File: src/rtl/if_stage.sv
// if_stage - instruction-fetch stage of the 16-bit five-stage pipeline.
//
// Owns the PC, the instruction-memory request/acknowledge handshake and the
// IF/ID pipeline register. Consumes the decode stage's branch and stall
// requests and implements the single architectural branch delay slot.
//
// Optional feature macro: IF_SKID_EN
//   defined   : 1-entry skid buffer plus HOLD state; fetch continues while
//               stalled so the instruction is ready when the stall releases.
//   undefined : no skid; requests are suppressed while stalled and the same
//               PC is re-requested afterwards.
//
// Ports:
//   clk, rst        clock; synchronous active-high reset
//   stall_i         decode/hazard stall, freezes IF/ID
//   branch_flag_i   taken branch for the instruction currently in IF/ID
//   branch_addr_i   branch target
//   imem_req_o      fetch request (combinational from state and stall_i)
//   imem_addr_o     fetch address (the registered PC)
//   imem_ack_i      fetch complete, imem_rdata_i valid in the same cycle
//   imem_rdata_i    fetched instruction
//   id_pc_o         fetch address + 1 of the instruction in IF/ID
//   id_inst_o       instruction in IF/ID
//   id_valid_o      IF/ID holds a real instruction (0 = bubble)

module if_stage #(
   parameter logic [15:0] RESET_PC = 16'h0000,
   parameter logic [15:0] NOP_INST = 16'h0800
) (
   input  logic        clk,
   input  logic        rst,
   input  logic        stall_i,
   input  logic        branch_flag_i,
   input  logic [15:0] branch_addr_i,
   output logic        imem_req_o,
   output logic [15:0] imem_addr_o,
   input  logic        imem_ack_i,
   input  logic [15:0] imem_rdata_i,
   output logic [15:0] id_pc_o,
   output logic [15:0] id_inst_o,
   output logic        id_valid_o
);

`ifdef IF_SKID_EN
   typedef enum logic [1:0] {IDLE, FETCH, HOLD} state_t;
`else
   typedef enum logic [0:0] {IDLE, FETCH} state_t;
`endif

   state_t      state;
   logic [15:0] pc;
   logic [15:0] pc_inc;
   logic [15:0] next_pc;
   logic [15:0] redir_addr;
   logic        redir_pend;
   logic        branch_take;
`ifdef IF_SKID_EN
   logic [15:0] skid_inst;
   logic [15:0] skid_pc;
`endif

   assign pc_inc      = pc + 16'd1;
   assign imem_addr_o = pc;

   // A branch is only honoured for a real, non-stalled instruction that is
   // not itself in the shadow of an unresolved redirect (delay slot).
   assign branch_take = branch_flag_i && id_valid_o && !stall_i && !redir_pend;

   always_comb begin
      next_pc = pc_inc;
      if (redir_pend)
         next_pc = redir_addr;
      else if (branch_take)
         next_pc = branch_addr_i;
   end

`ifdef IF_SKID_EN
   // With the skid present, FETCH always has an empty skid, so a stall only
   // blocks requests once the skid has filled (HOLD).
   assign imem_req_o = (state == FETCH);
`else
   assign imem_req_o = (state == FETCH) && !stall_i;
`endif

   always_ff @(posedge clk) begin
      if (rst) begin
         state      <= IDLE;
         pc         <= RESET_PC;
         redir_pend <= 1'b0;
         redir_addr <= '0;
         id_inst_o  <= NOP_INST;
         id_pc_o    <= '0;
         id_valid_o <= 1'b0;
`ifdef IF_SKID_EN
         skid_inst  <= NOP_INST;
         skid_pc    <= '0;
`endif
      end else begin
         case (state)
            IDLE: state <= FETCH;

            FETCH: begin
               if (imem_ack_i && !stall_i) begin
                  id_inst_o  <= imem_rdata_i;
                  id_pc_o    <= pc_inc;
                  id_valid_o <= 1'b1;
                  pc         <= next_pc;
                  redir_pend <= 1'b0;
               end
`ifdef IF_SKID_EN
               else if (imem_ack_i) begin
                  // Stalled: park the fetched word, IF/ID stays frozen.
                  skid_inst  <= imem_rdata_i;
                  skid_pc    <= pc_inc;
                  pc         <= next_pc;
                  redir_pend <= 1'b0;
                  state      <= HOLD;
               end
`endif
               else begin
                  // No usable ack (or stalled without a skid): ack is dropped.
                  if (!stall_i) begin
                     id_inst_o  <= NOP_INST;
                     id_valid_o <= 1'b0;
                  end
                  if (branch_take) begin
                     redir_pend <= 1'b1;
                     redir_addr <= branch_addr_i;
                  end
               end
            end

`ifdef IF_SKID_EN
            HOLD: begin
               if (!stall_i) begin
                  id_inst_o  <= skid_inst;
                  id_pc_o    <= skid_pc;
                  id_valid_o <= 1'b1;
                  state      <= FETCH;
                  // The skid already holds the delay slot, redirect at once.
                  if (branch_take)
                     pc <= branch_addr_i;
               end
            end
`endif

            default: state <= IDLE;
         endcase
      end
   end

endmodule

File: config.mk
export PLATFORM = sky130hd
export DESIGN_NAME = if_stage
export DESIGN_NICKNAME = d
export VERILOG_FILES = /design/src/rtl/if_stage.sv
export SDC_FILE = /design/constraint.sdc
export NUM_CORES = 1
export LEC_CHECK = 0
export BUFFER_PORTS_ARGS = -buffer_cell sky130_fd_sc_hd__buf_2
export CAP_MARGIN = 20
export CORE_ASPECT_RATIO = 1.25
export CORE_MARGIN = 3
export CORE_UTILIZATION = 51
export CTS_CLUSTER_DIAMETER = 100
export DETAILED_ROUTE_END_ITERATION = 8
export PLACE_DENSITY = 0.81
export SYNTH_ARGS = -nofsm -noshare
export SYNTH_HDL_FRONTEND = slang
export SYNTH_SLANG_ARGS = --single-unit
File: constraint.sdc
create_clock -name clk -period 2.3 [get_ports clk]
set_clock_uncertainty 0.05 [all_clocks]
set_input_delay 0.345 -clock clk [delete_from_list [all_inputs] [get_ports clk]]
set_output_delay 0.345 -clock clk [all_outputs]
set_load 0.1 [all_outputs]
==> impl_results.md, run 1 <==
* Detail Route Antenna Nets at 0
* Reg-to-Reg Start: imem_addr_o[0]
* Hold Path Class: in2reg
* Area after DPL at between 0.003 and 0.004 mm²
* Post-route cell area at 0.00366 mm²
* Initial antenna violation count at 0
* # Post-CTS Setup Buffers at 0
* # hold bufs at CTS at 0
* H-tree depth at 3
* Share of layout cells above drive strength 1 at 0.274
* Slew @ Worst Pin at between 0.6 and 0.7 ns
* Ys flop type: dfxtp_1
* Max Used Layer: met4
* Fin crit period at around 1.9 ns
* Largest family of logic cells by synthesized area: compound AO/OA/AOI/OAI gates
* Die Ht at between 90 and 100 µm
* CTS tree: built
* Post-Route WL at between 7 and 8 mm
* Die Area at between 0.006 and 0.007 mm²
* Adder-Cell Fraction of Synth Area at 0.00417
* DR pass1 iterations at 5
* GRT overflow at 0
* Arr. time, crit path at approximately 2.1 ns
* Worst vdd ir at about 0.00043 V
* Initial Utilization at 0.540
* Final period utilization at 0.825
* Largest net degree at the start of global routing at 52
* Worst hold stages at 3
* # DRC at 0
* R2R setup slack at 0.40 ns
* Total track usage at 0.233
* Critical Path Start: imem_addr_o[0]
* Post-Syn Area at between 0.003 and 0.004 mm²
* Global-route wire length before repair at roughly 13 mm
* Post-CTS resize count at 0
* Status: completed
* Layout area overhead at 21.9%
* Max Fclk at roughly 530 MHz
* Total CTS buffers at 9
* Slew Limit Fails at 0
* CP Capture Type: flop
* Mean number of vias per cell at about 5.7
* Number of I/O pins at 87
* Wire length per cell at 14.8 µm
* Final setup vio count at 0
* Final setup TNS at 0 ns
* Register area share after synthesis at 0.447
* Yosys warning count at 0
* Synth top area cells: dfxtp_1 (45%), nor2_1 (7.1%), a21oi_1 (5.5%)
* GP Congestion at just under 0.9
* Synth cell count leaders: dfxtp_1 (67), nor2_1 (57), a21oi_1 (33)
* Count leader, synth: dfxtp_1
* Core footprint at between 0.005 and 0.006 mm²
* Via total after detailed routing at approximately 2900
* DRT iter0 DRCs at roughly 310
* Clock Path Buffers at 2
* Area share of the largest cell type after synthesis at 0.447
* Mux share of post-synthesis cell area at 0.0534
* Synth async-reset ratio at 0
* Leakage at ~1.5 nW
* Worst hold start: imem_rdata_i[11]
* XOR/XNOR share of the synthesized area at 0.0409
* Die width at 74.6 µm
* Vias in the first global route at between 2000 and 3000
* Relative slew slack at 0.536
* Kind of critical path: reg2reg
* Total power density per cell area at between 700 and 800 mW/mm²
* Unrepaired setup endpoints after global routing: false
* WHS Endpoint: id_inst_o[11]
* Critical Path RT at around 2.5 ns
* Final hold viol count at 0
* Post-synthesis compound-gate area fraction at 0.201
* R2r endpoint: imem_addr_o[14]
* Critical path peak fanout at 8
* WL met2 at 3.54 mm
* Total clock sinks at 67
* CTS root buf: clkbuf_8
* Wl on met1 at between 3 and 4 mm
* Simple-gate share of the synthesized area at 0.200
* Port-buffer cells at between 80 and 90
* Hold WS at 0.176 ns
* Worst setup SP type: flop
* Number of synthesized flops with an enable pin at 0
* Number of placement rows at 30
* R2R depth at 6
* Finished Core Util at 0.659
* Yosys reg bits at between 60 and 70
* Leading area contributor after synthesis: dfxtp_1
* Worst-skew pair later-pin latency at ~0.34 ns
* Mapped Nets at between 300 and 400
* Clk slew on worst S/H paths at around 0.070 ns
* Max-cap violations at 0
* Post-Synthesis Cells at ~360
* Yosys cell types at 44
* Number of diodes at 0
* Detailed Place HPWL at 5.13 mm
* Routed length on met3 at 530 µm
* Syn Area/Cell at ~8.4 µm²
* Final #Nets at around 480
[cells in the final DEF (no fill, tap or decap), types with 2 or more instances in the layout]
cell,n
and4_4,2
a22oi_1,16
a211oi_1,11
buf_4,10
o211ai_1,3
clkinv_2,3
nand2_1,24
dfxtp_1,64
xnor2_1,7
a31oi_1,5
nor2b_1,2
and3_1,2
nor2_1,57
nand2b_1,2
nor3_1,11
dfxtp_2,3
buf_2,86
nand3_1,12
o21ai_0,23
clkbuf_8,10
inv_1,6
xor2_1,7
nand3b_1,6
mux2i_1,16
a21oi_1,33
[critical path, cell delays in order (launching register included)]
cell and delay [ns]:
dfxtp_2 0.40, ha_1 0.20, nand3_1 0.17, nor2_1 0.38
nand3_1 0.13, o41ai_1 0.34, a211oi_1 0.09
[through the flow]
stage,worst slack [ns],std cells,power [mW]
global route,0.276,506,2.71
CTS,0.440,506,2.63
floorplan,0.0233,357,1.59
global placement,0.537,490,1.68
finish,0.402,506,2.62
detailed placement,0.455,490,1.68
[final cells by class]
class / count / area [µm²]
fill: 461 / 1900
multi-input combinational: 256 / 1510
sequential: 67 / 1350
timing repair buffer: 96 / 505
clock buffer: 11 / 141
tap: 64 / 80.1
clock inverter: 5 / 52.6
inverter: 7 / 26.3
[state kept, by name, summed over array words and instances (netlist names)]
name	cells
id_inst_o	16
id_pc_o	16
id_valid_o	1
imem_addr_o	16
redir_addr	16
redir_pend	1
state	1
[cell families after synthesis]
family / count (synthesis)
buf+inv: 34
compound gates: 99
xor+xnor: 14
flops: 67
mux: 16
fa+ha+maj: 1
simple gates: 126
[report_power, final]
part / internal (mW) / leakage (nW) / switching [mW]
logic: 0.0922 / 0.876 / 0.343
registers: 1.19 / 0.546 / 0.0305
clock network: 0.525 / 0.0991 / 0.439
[worst max path at each step]
stage                       to
5_1_grt        imem_addr_o[14]
3_5_place_dp   imem_addr_o[14]
2_1_floorplan  imem_addr_o[14]
3_3_place_gp   imem_addr_o[14]
4_1_cts        imem_addr_o[14]
6_report       imem_addr_o[14]
[routing by layer]
metal  vias to the layer above  track usage
met1                      1324        0.292
met5                         -            0
met2                       101        0.367
li1                       1419            -
met3                        15       0.0526
met4                         0        0.119
(Power assumes the default switching activity.)
==> inputs of run 2 (changes only) <==
==> constraint.sdc (replaced) <==
create_clock -name clk -period 1.9 [get_ports clk]
set_clock_uncertainty 0.05 [all_clocks]
set_input_delay 0.285 -clock clk [delete_from_list [all_inputs] [get_ports clk]]
set_output_delay 0.285 -clock clk [all_outputs]
set_load 0.1 [all_outputs]
==> impl_results.md, run 2 (same netlist as run 1, synthesis figures left out) <==
* Total power density per cell area at 825 mW/mm² (was 717 mW/mm²)
* Die Ht at 91.8 µm (unchanged)
* Final period utilization at 0.905 (was 0.825)
* Die width at 74.6 µm (unchanged)
* Vias in the first global route at 2969 (was 2791)
* Clock Path Buffers at 2 (unchanged)
* Pre-CTS WS at 0.144 ns (was 0.455 ns)
* Critical Path RT at 2.11 ns (was 2.45 ns)
* Wire length per cell at 15.1 µm (was 14.8 µm)
* WHS Endpoint: id_inst_o[11] (unchanged)
* Clk slew on worst S/H paths at 0.07 ns (about the same)
* Core footprint at 0.00556 mm² (unchanged)
* Number of I/O pins at 87 (unchanged)
* Final setup TNS at 0 ns (unchanged)
* Relative slew slack at 0.648 (was 0.536)
* Slew @ Worst Pin at 0.525 ns (was 0.695 ns)
* GRT overflow at 0 (unchanged)
* Via total after detailed routing at 2923 (was 2859)
* CTS tree: built (unchanged)
* Final hold viol count at 0 (unchanged)
* Total clock sinks at 67 (unchanged)
* GP Congestion at 0.818 (was 0.873)
* Critical path peak fanout at 8 (unchanged)
* Arr. time, crit path at 1.93 ns (was 2.05 ns)
* Initial antenna violation count at 0 (unchanged)
* Share of layout cells above drive strength 1 at 0.306 (was 0.274)
* DR pass1 iterations at 5 (unchanged)
* Total CTS buffers at 9 (unchanged)
* Max-cap violations at 0 (unchanged)
* Reg-to-Reg Start: imem_addr_o[0] (unchanged)
* H-tree depth at 3 (unchanged)
* Final Total Pwr at 3.08 mW (was 2.62 mW)
* Worst hold start: imem_rdata_i[11] (unchanged)
* # hold bufs at CTS at 0 (unchanged)
* CTS root buf: clkbuf_8 (unchanged)
* Global-route wire length before repair at 13.0 mm (was 12.6 mm)
* Mean number of vias per cell at 5.71 (was 5.65)
* Most common cell after layout, fill and taps aside: buf_2 (unchanged)
* Detailed Place HPWL at 5.52 mm (was 5.13 mm)
* Max Fclk at 581 MHz (was 527 MHz)
* Final setup vio count at 0 (unchanged)
* CP Capture Type: flop (unchanged)
* Layout area overhead at 24.3% (was 21.9%)
* Critical Path Start: imem_addr_o[0] (unchanged)
* Worst vdd ir at 0.000566 V (was 0.000433 V)
* Fin crit period at 1.72 ns (was 1.90 ns)
* Hold WS at 0.104 ns (was 0.176 ns)
* Slew Limit Fails at 0 (unchanged)
* Layout Cells excl Fill at 512 (was 506)
* R2r endpoint: imem_addr_o[14] (unchanged)
* Kind of critical path: reg2reg (unchanged)
* Final Worst Setup Slack at 0.180 ns (was 0.402 ns)
* Hold Path Class: in2reg (unchanged)
* Post-Route WL at 7.74 mm (was 7.49 mm)
* R2R depth at 6 (unchanged)
* Final #Nets at 481 (was 475)
* R2R setup slack at 0.18 ns (was 0.40 ns)
* Worst hold stages at 3 (unchanged)
* Worst-skew pair later-pin latency at 0.35 ns (was 0.34 ns)
* Worst setup SP type: flop (unchanged)
* Placed Cells at 496 (was 490)
* Most frequent cells in the layout: buf_2 (85), nor2_1 (56), dfxtp_1 (53), a21oi_1 (33), nand2_1 (24) (was buf_2 (86), dfxtp_1 (64), nor2_1 (57), a21oi_1 (33), nand2_1 (24))
* Detail Route Antenna Nets at 0 (unchanged)
* Total track usage at 0.242 (was 0.233)
* Leakage at 1.56 nW (was 1.52 nW)
* DRT iter0 DRCs at 214 (was 308)
* # DRC at 0 (unchanged)
* Die Area at 0.00685 mm² (unchanged)
* Port-buffer cells at 86 (unchanged)
* Number of placement rows at 30 (unchanged)
* Initial Utilization at 0.540 (unchanged)
* Largest net degree at the start of global routing at 37 (was 52)
* Number of diodes at 0 (unchanged)
* Status: completed (unchanged)
-- run 2: cell count changes in the layout (fill, tap and decap cells not counted), moves of 2 or more --
cell,previous run,this run
clkbuf_1,1,3
dfxtp_4,0,2
buf_12,0,2
dfxtp_1,64,53
dfxtp_2,3,12
buf_4,10,15
-- run 2: what timing repair did --
item,in CTS,in global routing
setup endpoints to repair,0,1
resized for setup,0,1
setup buffers,0,0
endpoints found under the hold margin,0,0
-- run 2: final cells by class --
type	instances	area, µm²
Clock buffer	14	163
Clock inverter	2	10.0
Fill cell	499	1820
Inverter	7	26.3
Multi-Input combinational cell	256	1510
Sequential cell	67	1360
Tap cell	64	80.1
Timing Repair Buffer	102	578
-- run 2: power by group --
group | switching (mW) | internal (mW)
logic | 0.418 | 0.120
registers | 0.0358 | 1.45
clock network | 0.516 | 0.542
-- run 2: critical path, stage by stage (launching register included) --
cell      delay [ns]
dfxtp_4         0.39
ha_1            0.19
nand3_1         0.13
nor2_2          0.26
and3_1          0.25
o21ai_1         0.09
a211oi_1        0.27
-- run 2: worst max-delay path by stage --
stage                                  to  slack, ns  depth (start not counted)
after floorplan           imem_addr_o[14]     -0.008                          5
after global placement    imem_addr_o[11]       0.21                          6
after detailed placement  imem_addr_o[14]       0.14                          6
after CTS                 imem_addr_o[14]       0.12                          6
after global routing      imem_addr_o[14]    -0.0006                          6
final                     imem_addr_o[14]       0.18                          6
-- run 2: metrics by stage --
| step | instance area [µm²] | utilization |
|---|---|---|
| 2_1_floorplan | 3020 | - |
| 3_3_place_gp | 3560 | 0.640 |
| 3_5_place_dp | 3560 | 0.640 |
| 4_1_cts | 3730 | 0.671 |
| 5_1_grt | 3730 | 0.672 |
| 6_report | 3730 | 0.672 |
-- run 2: metal layers --
metal | global-route usage | up-vias | part of all wire | routed length (µm)
met3 | 0.0702 | 15 | 0.072 | 556
li1 | - | 1435 | - | -
met5 | 0 | - | 0 | 0
met4 | 0.120 | 0 | 0.022 | 168
met2 | 0.383 | 111 | 0.48 | 3720
met1 | 0.295 | 1362 | 0.43 | 3290
==> inputs of run 3 (changes only) <==
--- a/config.mk
+++ b/config.mk
@@ -5,14 +5,16 @@
 export SDC_FILE = /design/constraint.sdc
 export NUM_CORES = 1
 export LEC_CHECK = 0
+export ABC_AREA = 1
 export BUFFER_PORTS_ARGS = -buffer_cell sky130_fd_sc_hd__buf_2
 export CAP_MARGIN = 20
 export CORE_ASPECT_RATIO = 1.25
 export CORE_MARGIN = 3
-export CORE_UTILIZATION = 51
+export CORE_UTILIZATION = 52
 export CTS_CLUSTER_DIAMETER = 100
 export DETAILED_ROUTE_END_ITERATION = 8
-export PLACE_DENSITY = 0.81
+export PLACE_DENSITY = 0.82
+export SKIP_LAST_GASP = 1
 export SYNTH_ARGS = -nofsm -noshare
 export SYNTH_HDL_FRONTEND = slang
 export SYNTH_SLANG_ARGS = --single-unit
==> impl_results.md, run 3 <==
* Status: completed (unchanged)
* Count leader, synth: nor2_1 (was dfxtp_1)
* Fin crit period at 1.72 ns (about the same)
* # Post-CTS Setup Buffers at 0 (unchanged)
* Synth top area cells: dfxtp_1 (44%), nor2_1 (9.2%), nand2_1 (9.1%) (was dfxtp_1 (45%), nor2_1 (7.1%), a21oi_1 (5.5%))
* WHS Endpoint: id_inst_o[5] (was id_inst_o[11])
* Synth async-reset ratio at 0 (unchanged)
* Port-buffer cells at 86 (unchanged)
* Worst-skew pair later-pin latency at 0.35 ns (about the same)
* Slew Limit Fails at 0 (unchanged)
* Total clock sinks at 67 (unchanged)
* Die width at 74.7 µm (was 74.6 µm)
* Vias in the first global route at 2845 (was 2969)
* Syn Area/Cell at 7.19 µm² (was 8.41 µm²)
* Finished Core Util at 0.677 (was 0.672)
* # DRC at 0 (unchanged)
* Worst hold stages at 3 (unchanged)
* Relative slew slack at 0.666 (was 0.648)
* Reg-to-Reg Start: state (was imem_addr_o[0])
* Via total after detailed routing at 3086 (was 2923)
* Total track usage at 0.243 (was 0.242)
* Layout area overhead at 22.8% (was 24.3%)
* Placed Cells at 561 (was 496)
* Yosys reg bits at 67 (unchanged)
* Post-Syn Area at 0.00306 mm² (was 0.00300 mm²)
* Global-route wire length before repair at 13.1 mm (was 13.0 mm)
* Total power density per cell area at 946 mW/mm² (was 825 mW/mm²)
* Mean number of vias per cell at 5.35 (was 5.71)
* DR pass1 iterations at 5 (unchanged)
* Yosys cell types at 29 (was 44)
* Die Area at 0.00686 mm² (was 0.00685 mm²)
* Final Worst Setup Slack at 0.184 ns (was 0.180 ns)
* Max-cap violations at 0 (unchanged)
* Post-Synthesis Cells at 426 (was 357)
* Area after DPL at 0.00352 mm² (was 0.00356 mm²)
* Number of synthesized flops with an enable pin at 0 (unchanged)
* Post-CTS resize count at 0 (unchanged)
* Unrepaired setup endpoints after global routing: false
* Final Total Pwr at 3.56 mW (was 3.08 mW)
* Arr. time, crit path at 1.38 ns (was 1.93 ns)
* R2R depth at 7 (was 6)
* Worst hold start: imem_rdata_i[5] (was imem_rdata_i[11])
* Area share of the largest cell type after synthesis at 0.438 (was 0.447)
* Ys flop type: dfxtp_1 (unchanged)
* Post-Route WL at 7.99 mm (was 7.74 mm)
* Largest net degree at the start of global routing at 50 (was 37)
* Yosys warning count at 0 (unchanged)
* Most common cell after layout, fill and taps aside: buf_2 (unchanged)
* R2R setup slack at 0.27 ns (was 0.18 ns)
* Most frequent cells in the layout: buf_2 (86), nor2_1 (75), nand2_1 (74), dfxtp_1 (55), a21oi_1 (50) (was buf_2 (85), nor2_1 (56), dfxtp_1 (53), a21oi_1 (33), nand2_1 (24))
* Clock Path Buffers at 2 (unchanged)
* Critical Path RT at 1.56 ns (was 2.11 ns)
* Clk slew on worst S/H paths at 0.08 ns (was 0.07 ns)
* Share of layout cells above drive strength 1 at 0.265 (was 0.306)
* Initial antenna violation count at 0 (unchanged)
* R2r endpoint: imem_addr_o[12] (was imem_addr_o[14])
* # hold bufs at CTS at 0 (unchanged)
* Die Ht at 91.8 µm (about the same)
* DRT iter0 DRCs at 224 (was 214)
* Final #Nets at 546 (was 481)
* Post-route cell area at 0.00376 mm² (was 0.00373 mm²)
* Pre-CTS WS at 0.267 ns (was 0.144 ns)
* Final setup TNS at 0 ns (unchanged)
* Number of placement rows at 30 (unchanged)
* Initial Utilization at 0.552 (was 0.540)
* Worst setup SP type: flop (unchanged)
* Register area share after synthesis at 0.438 (was 0.447)
* CTS tree: built (unchanged)
* Number of I/O pins at 87 (unchanged)
* Core footprint at 0.00556 mm² (unchanged)
* CP Capture Type: output pin (was flop)
* Max Used Layer: met4 (unchanged)
* Mapped Nets at 464 (was 395)
* Detail Route Antenna Nets at 0 (unchanged)
* Final hold viol count at 0 (unchanged)
* Synth cell count leaders: nor2_1 (75), nand2_1 (74), dfxtp_1 (67) (was dfxtp_1 (67), nor2_1 (57), a21oi_1 (33))
* Worst vdd ir at 0.000567 V (was 0.000566 V)
* Leading area contributor after synthesis: dfxtp_1 (unchanged)
* Kind of critical path: reg2out (was reg2reg)
* Leakage at 1.84 nW (was 1.56 nW)
* Wl on met1 at 3.35 mm (was 3.29 mm)
* CTS root buf: clkbuf_8 (unchanged)
* Max Fclk at 583 MHz (was 581 MHz)
* Slew @ Worst Pin at 0.505 ns (was 0.525 ns)
* Critical path peak fanout at 3 (was 8)
* Hold Path Class: in2reg (unchanged)
* GRT overflow at 0 (unchanged)
* Detailed Place HPWL at 5.66 mm (was 5.52 mm)
* Final period utilization at 0.903 (was 0.905)
* Total CTS buffers at 9 (unchanged)
* Hold WS at 0.121 ns (was 0.104 ns)
* GP Congestion at 0.851 (was 0.818)
* H-tree depth at 3 (unchanged)
* Number of diodes at 0 (unchanged)
* Layout Cells excl Fill at 577 (was 512)
* Final setup vio count at 0 (unchanged)
* Wire length per cell at 13.9 µm (was 15.1 µm)
* WL met2 at 3.84 mm (was 3.72 mm)
* Routed length on met3 at 658 µm (was 556 µm)
## run 3: cell types whose count changed in the layout (fill, tap and decap cells not counted), sizes merged, moves of 11 or more
| cell | change |
|---|---|
| nor3 | -11 |
| mux2i | -16 |
| nand2 | +52 |
| inv | +28 |
| a21oi | +17 |
| o21ai | +26 |
| a22oi | -16 |
| nor2 | +23 |
## run 3: cells by family (layout without fill, tap and decap cells)
group,Yosys count,in the layout,share of synthesized area
compound gates,116,116,0.203
simple gates,179,179,0.250
flops,67,67,0.438
buf+inv,56,143,0.0857
xor+xnor,7,7,0.0200
fa+ha+maj,1,1,0.00408
## run 3: per-layer routing
| layer | up-vias | global-route usage |
|---|---|---|
| met5 | - | 0 |
| met2 | 125 | 0.393 |
| met1 | 1391 | 0.301 |
| met3 | 14 | 0.0614 |
| li1 | 1556 | - |
| met4 | 0 | 0.105 |
## run 3: cell type report
| cell class | count | area (µm²) |
|---|---|---|
| fillers | 470 | 1790 |
| multi-input cells | 303 | 1460 |
| clock buffers | 9 | 124 |
| well taps | 64 | 80.1 |
| repair buffers | 94 | 490 |
| flip-flops and latches | 67 | 1360 |
| inverters | 33 | 129 |
| clock inverters | 7 | 124 |
## run 3: worst max-delay path by stage
stage / slack, ns / end / depth (start not counted) / start
floorplan: 0.001 / id_pc_o[14] / 7 / imem_addr_o[11]
global placement: 0.32 / id_pc_o[12] / 8 / stall_i
detailed placement: 0.27 / redir_addr[10] / 9 / stall_i
CTS: 0.17 / imem_req_o / 3 / state
global route: 0.09 / imem_addr_o[13] / 7 / state
finish: 0.18 / imem_req_o / 3 / state
## run 3: report_power, final
group | total, mW | internal [mW] | switching [mW]
combinational | 0.601 | 0.119 | 0.482
sequential | 1.50 | 1.46 | 0.0442
clock | 1.46 | 0.880 | 0.581
total | 3.56 | 2.45 | 1.11
## run 3: worst max-delay path, stage by stage (launching register included)
cell and delay, ns:
dfxtp_1 0.39, inv_2 0.06, nor2_4 0.13, buf_2 0.45
